`src/rtl/snoop_tx_pkg.sv`:
```
// Shared types for the snoop-invalidate transmit path: request record, FSM states, line extraction.
// No logic of its own; line size follows the data-cache sub-line geometry.
// Not applicable (package).
package snoop_types;

  // 8-word data-cache lines: 3 sub-line word-address bits below the line address
  localparam int DCACHE_SUB_LINE_ADDR_W = 3;
  localparam int SNOOP_LINE_W           = 32 - 2 - DCACHE_SUB_LINE_ADDR_W;

  typedef struct packed {
    logic [31:0] addr;
    logic        wnr;
  } snoop_req_t;

  typedef enum logic [1:0] {
    IDLE,
    SEND,
    DRAIN_DONE
  } snoop_tx_state_t;

  function automatic logic [SNOOP_LINE_W-1:0] getSnoopLine(input logic [31:0] addr);
    return addr[31:2+DCACHE_SUB_LINE_ADDR_W];
  endfunction

endpackage

```
`src/rtl/snoop_tx_fifo.sv`:
```
// Snoop request buffer: storage, wrapping pointers, occupancy count, per-entry valid/line view.
// Latency: a push is visible at the head one cycle later; push and pop in one cycle leave count unchanged.
// Backpressure: none internally; the caller must not push when full nor pop when empty.
module snoop_fifo
  import snoop_types::*;
#(
  parameter  int DEPTH = 4,
  localparam int PTR_W = $clog2(DEPTH),
  localparam int CNT_W = $clog2(DEPTH + 1)
) (
  input  logic                               clk,
  input  logic                               rst,
  input  logic                               push,
  input  snoop_req_t                         push_dat,
  input  logic                               pop,
  output snoop_req_t                         head_dat,
  output logic [CNT_W-1:0]                   count,
  output logic                               full,
  output logic                               empty,
  output logic [DEPTH-1:0]                   ent_vld,
  output logic [DEPTH-1:0]                   head_oh,
  output logic [DEPTH-1:0]                   ent_wnr,
  output logic [DEPTH-1:0][SNOOP_LINE_W-1:0] ent_line
);

  snoop_req_t        mem [DEPTH];
  logic [PTR_W-1:0]  wr_ptr;
  logic [PTR_W-1:0]  rd_ptr;
  logic [PTR_W-1:0]  offs;

  always_ff @(posedge clk) begin
    if (rst) begin
      wr_ptr <= '0;
      rd_ptr <= '0;
      count  <= '0;
      for (int i = 0; i < DEPTH; i++) mem[i] <= '0;
    end else begin
      if (push) begin
        mem[wr_ptr] <= push_dat;
        wr_ptr      <= wr_ptr + PTR_W'(1);
      end
      if (pop) rd_ptr <= rd_ptr + PTR_W'(1);
      case ({push, pop})
        2'b10:   count <= count + CNT_W'(1);
        2'b01:   count <= count - CNT_W'(1);
        default: count <= count;
      endcase
    end
  end

  assign head_dat = mem[rd_ptr];
  assign full     = (count == CNT_W'(DEPTH));
  assign empty    = (count == '0);

  // An entry is live when its distance from the read pointer is below the occupancy
  always_comb begin
    offs     = '0;
    ent_vld  = '0;
    head_oh  = '0;
    ent_wnr  = '0;
    ent_line = '0;
    for (int i = 0; i < DEPTH; i++) begin
      offs        = PTR_W'(i) - rd_ptr;
      ent_vld[i]  = (CNT_W'(offs) < count);
      head_oh[i]  = (PTR_W'(i) == rd_ptr);
      ent_wnr[i]  = mem[i].wnr;
      ent_line[i] = getSnoopLine(mem[i].addr);
    end
  end

endmodule

```
`src/rtl/snoop_tx.sv`:
```
// Snoop-invalidate transmitter: buffers committed store addresses and hands them to the peer one per ack.
// Latency: accepted store appears on wvalid the next cycle; one transfer per cycle under continuous ack.
// Backpressure: st_ready low when full or a drain is pending. SNOOP_COALESCE_EN drops same-line repeats.
module snoop_tx
  import snoop_types::*;
#(
  parameter  int SNOOP_FIFO_DEPTH = 4,
  localparam int SNOOP_CNT_W      = $clog2(SNOOP_FIFO_DEPTH + 1)
) (
  input  logic        clk,
  input  logic        rst,
  input  logic        st_valid,
  input  logic [31:0] st_addr,
  input  logic        st_wnr,
  output logic        st_ready,
  output logic [31:0] snoopy_addr,
  output logic        wvalid,
  output logic        wnr,
  input  logic        snoop_ack,
  input  logic        drain_req,
  output logic        drain_done,
  output logic        idle
);

  snoop_tx_state_t                               state, state_nxt;
  snoop_req_t                                    head_dat;
  logic [SNOOP_CNT_W-1:0]                        count, count_nxt;
  logic                                          full, empty;
  logic                                          push, pop, coal_hit;
  logic                                          drain_pend, draining;
  logic [SNOOP_FIFO_DEPTH-1:0]                   ent_vld, head_oh, ent_wnr;
  logic [SNOOP_FIFO_DEPTH-1:0][SNOOP_LINE_W-1:0] ent_line;

  snoop_fifo #(.DEPTH(SNOOP_FIFO_DEPTH)) u_fifo (
    .clk      (clk),
    .rst      (rst),
    .push     (push),
    .push_dat ('{addr: st_addr, wnr: st_wnr}),
    .pop      (pop),
    .head_dat (head_dat),
    .count    (count),
    .full     (full),
    .empty    (empty),
    .ent_vld  (ent_vld),
    .head_oh  (head_oh),
    .ent_wnr  (ent_wnr),
    .ent_line (ent_line)
  );

`ifdef SNOOP_COALESCE_EN
  // The head may already be mid-handshake with the peer, so it never absorbs a repeat
  always_comb begin
    coal_hit = 1'b0;
    for (int i = 0; i < SNOOP_FIFO_DEPTH; i++) begin
      if (ent_vld[i] && !head_oh[i] && ent_wnr[i] == st_wnr &&
          ent_line[i] == getSnoopLine(st_addr))
        coal_hit = 1'b1;
    end
  end
`else
  logic unused_coal;
  assign unused_coal = ^{ent_vld, head_oh, ent_wnr, ent_line};
  assign coal_hit    = 1'b0;
`endif

  assign st_ready    = !full && !drain_pend;
  assign push        = st_valid && st_ready && !coal_hit;
  assign pop         = wvalid && snoop_ack;
  assign wvalid      = (state == SEND);
  assign drain_done  = (state == DRAIN_DONE);
  assign idle        = empty && (state != SEND);
  assign snoopy_addr = head_dat.addr;
  assign wnr         = head_dat.wnr;
  assign draining    = drain_pend || drain_req;

  always_comb begin
    count_nxt = count;
    case ({push, pop})
      2'b10:   count_nxt = count + SNOOP_CNT_W'(1);
      2'b01:   count_nxt = count - SNOOP_CNT_W'(1);
      default: count_nxt = count;
    endcase
  end

  always_comb begin
    state_nxt = state;
    case (state)
      IDLE: begin
        if (count_nxt != '0)  state_nxt = SEND;
        else if (draining)    state_nxt = DRAIN_DONE;
      end
      SEND: begin
        if (snoop_ack && count_nxt == '0)
          state_nxt = draining ? DRAIN_DONE : IDLE;
      end
      DRAIN_DONE: state_nxt = IDLE;
      default:    state_nxt = IDLE;
    endcase
  end

  always_ff @(posedge clk) begin
    if (rst) begin
      state      <= IDLE;
      drain_pend <= 1'b0;
    end else begin
      state      <= state_nxt;
      drain_pend <= drain_done ? 1'b0 : draining;
    end
  end

endmodule

```
`config.mk`:
```
export PLATFORM = sky130hd
export DESIGN_NAME = snoop_tx
export DESIGN_NICKNAME = d
export VERILOG_FILES = /design/src/rtl/snoop_tx_pkg.sv /design/src/rtl/snoop_tx_fifo.sv /design/src/rtl/snoop_tx.sv
export SDC_FILE = /design/constraint.sdc
export NUM_CORES = 1
export LEC_CHECK = 0
export ABC_CLOCK_PERIOD_IN_PS = 12200
export CAP_MARGIN = 10
export CORE_ASPECT_RATIO = 1.25
export CORE_MARGIN = 3
export CORE_UTILIZATION = 29
export CTS_BUF_LIST = sky130_fd_sc_hd__clkbuf_8
export CTS_CLUSTER_DIAMETER = 40
export CTS_CLUSTER_SIZE = 24
export DETAILED_ROUTE_END_ITERATION = 12
export PLACE_DENSITY = 0.52
export RECOVER_POWER = 100
export SYNTH_ARGS = -nofsm -noshare
export SYNTH_HDL_FRONTEND = slang
export SYNTH_SLANG_ARGS = --single-unit
export TNS_END_PERCENT = 30
```
`constraint.sdc`:
```
create_clock -name clk -period 12.2 [get_ports clk]
set_clock_uncertainty 0.1 [all_clocks]
set_input_delay 2.44 -clock clk [delete_from_list [all_inputs] [get_ports clk]]
set_output_delay 2.44 -clock clk [all_outputs]
set_load 0.005 [all_outputs]
```
After elaboration in Yosys (flattened, before gate mapping) --
Memories as Yosys holds them, arrays and structs flattened. A register that Yosys moved wholly into a read port is not among the register bits. Index checks and enable logic that the tools add are counted.
Cells by class: div/mod/pow operators 0, reduce and logical (&&, ||, !) cells 15, order comparisons 0, shifts and indexed selects 0, bitwise operators 0, add/sub/neg operators 4, mux-type cells 16, equal/unequal tests 8, multipliers 0
Operators by type and width (number):
- 2-to-1 mux 33 bit | 1
- OR reduction 33 bit | 1
- 2-to-1 mux 2 bit | 7
- zero test 3 bit | 2
- 2-to-1 mux 1 bit | 6
- one-hot mux 3 bit (2 select lines) | 1
- logical AND 1 bit | 5
- adder 2 x 1 -> 2 bit, second input constant | 2
- == test 2 x 1 -> 1 bit, second input constant | 2
- == test 2 bit, second input constant | 2
- != test 2 x 1 -> 1 bit, second input constant | 2
- one-hot mux 2 bit (2 select lines) | 1
- adder 3 x 1 -> 3 bit, second input constant | 1
- == test 3 bit, second input constant | 1
- != test 3 bit, second input constant | 1
- nonzero test 3 bit | 1
- subtractor 3 x 1 -> 3 bit, second input constant | 1
- zero test 1 bit | 2
- zero test 2 bit | 1
- AND reduction 2 bit | 1
- OR reduction 2 bit | 1
- logical OR 1 bit | 1
Word-level totals: bits of input ports 38, register bits after elaboration 10, latch bits 0, word-level logic and storage cells 49, memory bits (writable) 132, output and inout port bits 37, memory bits (read-only) 0, memories 1
Memory list:
- u_fifo.mem | depth 4, bits a word 33, read ports 1, clocked after Yosys merged registers in 1, wr ports 4, line snoop_tx_fifo.sv:26 | snoop_req_t mem [DEPTH];

Depth between registers and ports, before layout --
depth after elaboration 10, gate-level depth with buffers 9, mapped depth without buffers 8

Hierarchy --
A second synthesis with hierarchy kept.
Second synthesis, totals: cell total of the unflattened synthesis 527, area, all modules 7367.1 sq um
Modules (own cells, without submodules):
- snoop_fifo | cells each 498, area an instance 7131.8 sq um, sequential area each 4144.0 sq um, instances 1
- snoop_tx | cells each 29, area an instance 235.2 sq um, sequential area each 60.1 sq um, instances 1

Worst setup path after synthesis --
OpenSTA, ideal clock, no wires.
path type input-to-reg, start point in st_valid, end point mem u_fifo.mem[1][0] (netlist name), enable pin, arrival time 6097 ps, buffers on the path 1, required time 11585 ps, path slack 5488 ps, library setup time 515 ps, stages 3, cell sequence nand2b_1 -> buf_2 -> o41ai_1
RTL lines:
- start: declaration | line snoop_tx.sv:12 | input logic st_valid,
- end: declaration | line snoop_tx_fifo.sv:26

==> results.txt <==
Leakage power: 2.690 nW
FP Rows: 59
FF-to-FF setup slack: 7.44 ns
Die height: 170.7 um
Clock sinks: 144
Synth warn: 0
Max clock buf depth: 2
Met2 WL: 7.340 mm
Core footprint: 21040 um2
DRT met1 WL: 5.881 mm
Hold slack: 0.4456 ns
Register area: 4207 um2
Setup TNS: 0 ns
HPWL Detailed: 8.035 mm
Synth area leader: edfxtp_1
First-pass GRT wire length: 21.89 mm
Layout cells sized above 1: 13.66%
Crit path max fanout: 34
Post-route cell area: 7740 um2
Worst-Margin Slew: 3.060 ns
Placed instance area: 7348 um2
Via count: 3424
# placed instances: 718
VDD IR max: 76.68 uV
Final nets: 503
Total power: 1.290 mW
Final hold violation count: 0
CTS clock-pin slew for the worst setup and hold paths: 0.08 ns
Filler cells: 2017
Drt pass-1 iters: 4
Slew Viols, Final: 285
Tot GR Track Use: 12.74%
Net Count, Synth: 427
Worst Reg-to-Reg Cells: 4
Uppermost layer routed: met4
ANT nets after route: 0
Avg WL per Cell: 18.75 um
Starting Density: 29.91%
Critical R2R Launch: u_fifo.count[0]
Die area: 23520 um2
Hold path start: u_fifo.rd_ptr[0]
Yosys top cell area share: 62.98%
Htree depth: 4
CTS tree: built
Outcome: finished with violations
Register area share after synthesis: 66.80%
PwrDens: 166.7 nW/um2
Failing checks: max-capacitance violations, max-slew violations
Synth Register Bits: 144
Critical path endpoint category: flip-flop
Die Span X: 137.8 um
Arr. time, crit path: 6.76 ns
Gr ovfl total: 0
Maximum clock frequency: 0.1457 GHz
Post-synth top cells: 132 x and2_1, 132 x edfxtp_1, 33 x mux4_2
Worst setup SP type: primary input
Main area contributors after synthesis: edfxtp_1 63%, and2_1 13%, mux4_2 12%
Final wirelength: 14.08 mm
Avg Inst Size Synth: 16.26 um2
Via density: 4.559
Root buffer cell: clkbuf_8
Layout Area Growth over Synthesis: 22.98%
Data required time of the worst path: 12.10 ns
IO buf count: 74
CP Class: in -> reg
Initial drt markers: 194
Final setup fails: 0
Cells after Synth: 387
Ys flop type: edfxtp_1
Reg-to-reg endpoint: u_fifo.mem[0][16]
I/O pin count: 75
Fin cells: 751
Final worst path period share: 56.27%
Post-CTS setup buffer count: 0
Largest net degree at the start of global routing: 35
Clock Latency Late Sink: 0.44 ns
Max-cap violations: 10
GP Congestion: 0.6950
Initial antenna violation count: 0
Distinct cell type count after synthesis: 37
Multi-input gate area: 1948 um2
PostCTS Resize Cnt: 0
Remaining DRCs: 0
Hold Path Class: reg -> reg
RSZ-0062 raised after global routing: false
Slew HR: -104.0%
Total CTS buffers: 17
Vias in the first global route: 3815
CTS Hold Buffers Added: 0
Asr flop ratio synth: 0%
Number of synthesized flops with an enable pin: 132
Met3 Routed Length: 662 um
Post-synthesis cell area: 6294 um2
Min Tclk post-route: 6.865 ns
Hold path depth: 2
==> worst max path at each step <==
| stage | start | end | slack (ns) |
|---|---|---|---|
| after global routing | rst | u_fifo.mem[0][25] | 4.78 |
| after detailed placement | rst | u_fifo.mem[0][25] | 6.83 |
| after floorplan | st_valid | u_fifo.mem[1][0] | 5.49 |
| after CTS | flip-flop | snoopy_addr[17] | 7.09 |
| after global placement | rst | u_fifo.mem[0][29] | 6.85 |
| final | rst | u_fifo.mem[0][16] | 5.33 |
==> cell families (layout without fill, tap and decap cells) <==
| group | Yosys count | after routing | share of synthesized area (%) |
|---|---|---|---|
| xor+xnor | 4 | 4 | 0.5568 |
| simple gates | 165 | 165 | 17.04 |
| buf+inv | 28 | 117 | 2.008 |
| flops | 144 | 144 | 66.80 |
| mux | 34 | 34 | 11.97 |
| fa+ha+maj | 2 | 2 | 0.5169 |
| compound gates | 10 | 10 | 1.114 |
| other cells | 0 | 1 | 0 |
==> area by class of cell <==
type | count | area share (%)
sequential | 144 | 54.35
multi-input combinational | 215 | 25.17
timing repair buffer | 81 | 9.909
tap | 274 | 4.429
clock buffer | 17 | 3.023
clock inverter | 15 | 2.894
inverter | 4 | 0.1940
antenna | 1 | 0.03233
==> where the power goes <==
group | switching [mW] | leakage (nW) | total [mW] | internal [mW]
combinational | 0.110 | 0.988 | 0.243 | 0.132
sequential | 0.0231 | 1.47 | 0.614 | 0.591
clock | 0.174 | 0.232 | 0.434 | 0.260
==> per-layer routing <==
layer,GRT usage (%),up-vias
met3,4.000,17
met1,15.39,1756
met4,3.868,0
met2,21.77,77
li1,-,1574
met5,0,-
==> worst max-delay path, stage by stage <==
cell and delay [ns]:
dlygate4sd3_1 0.80, nor4b_1 0.40, clkbuf_1 1.12, or2_0 1.95
==> flip-flops by register name (all words and copies together) (netlist names), named ones only <==
signal / count
state: 2
u_fifo.rd_ptr: 2
u_fifo.count: 3
drain_pend: 1
u_fifo.wr_ptr: 2
u_fifo.mem: 132
==> stage by stage <==
stage / utilization [%] / setup WS (ns)
final: 36.79 / 5.335
after global placement: 34.93 / 6.846
after detailed placement: 34.93 / 6.831
after global routing: 36.78 / 4.781
after floorplan: - / 5.488
after CTS: 37.10 / 7.093
==> layout by cell type, fill, tap and decap left out, types with 3 or more instances in the layout <==
cell / n
edfxtp_1: 132
and2_1: 66
and2_0: 66
clkdlybuf4s50_1: 37
dlygate4sd3_1: 37
mux4_2: 33
clkbuf_8: 17
nor2_1: 11
dfxtp_1: 10
clkbuf_1: 7
inv_1: 6
bufinv_16: 6
nand2b_1: 4
clkinv_1: 4
nor3b_1: 3
xor2_1: 3
Power figures use the tool's default switching activity.
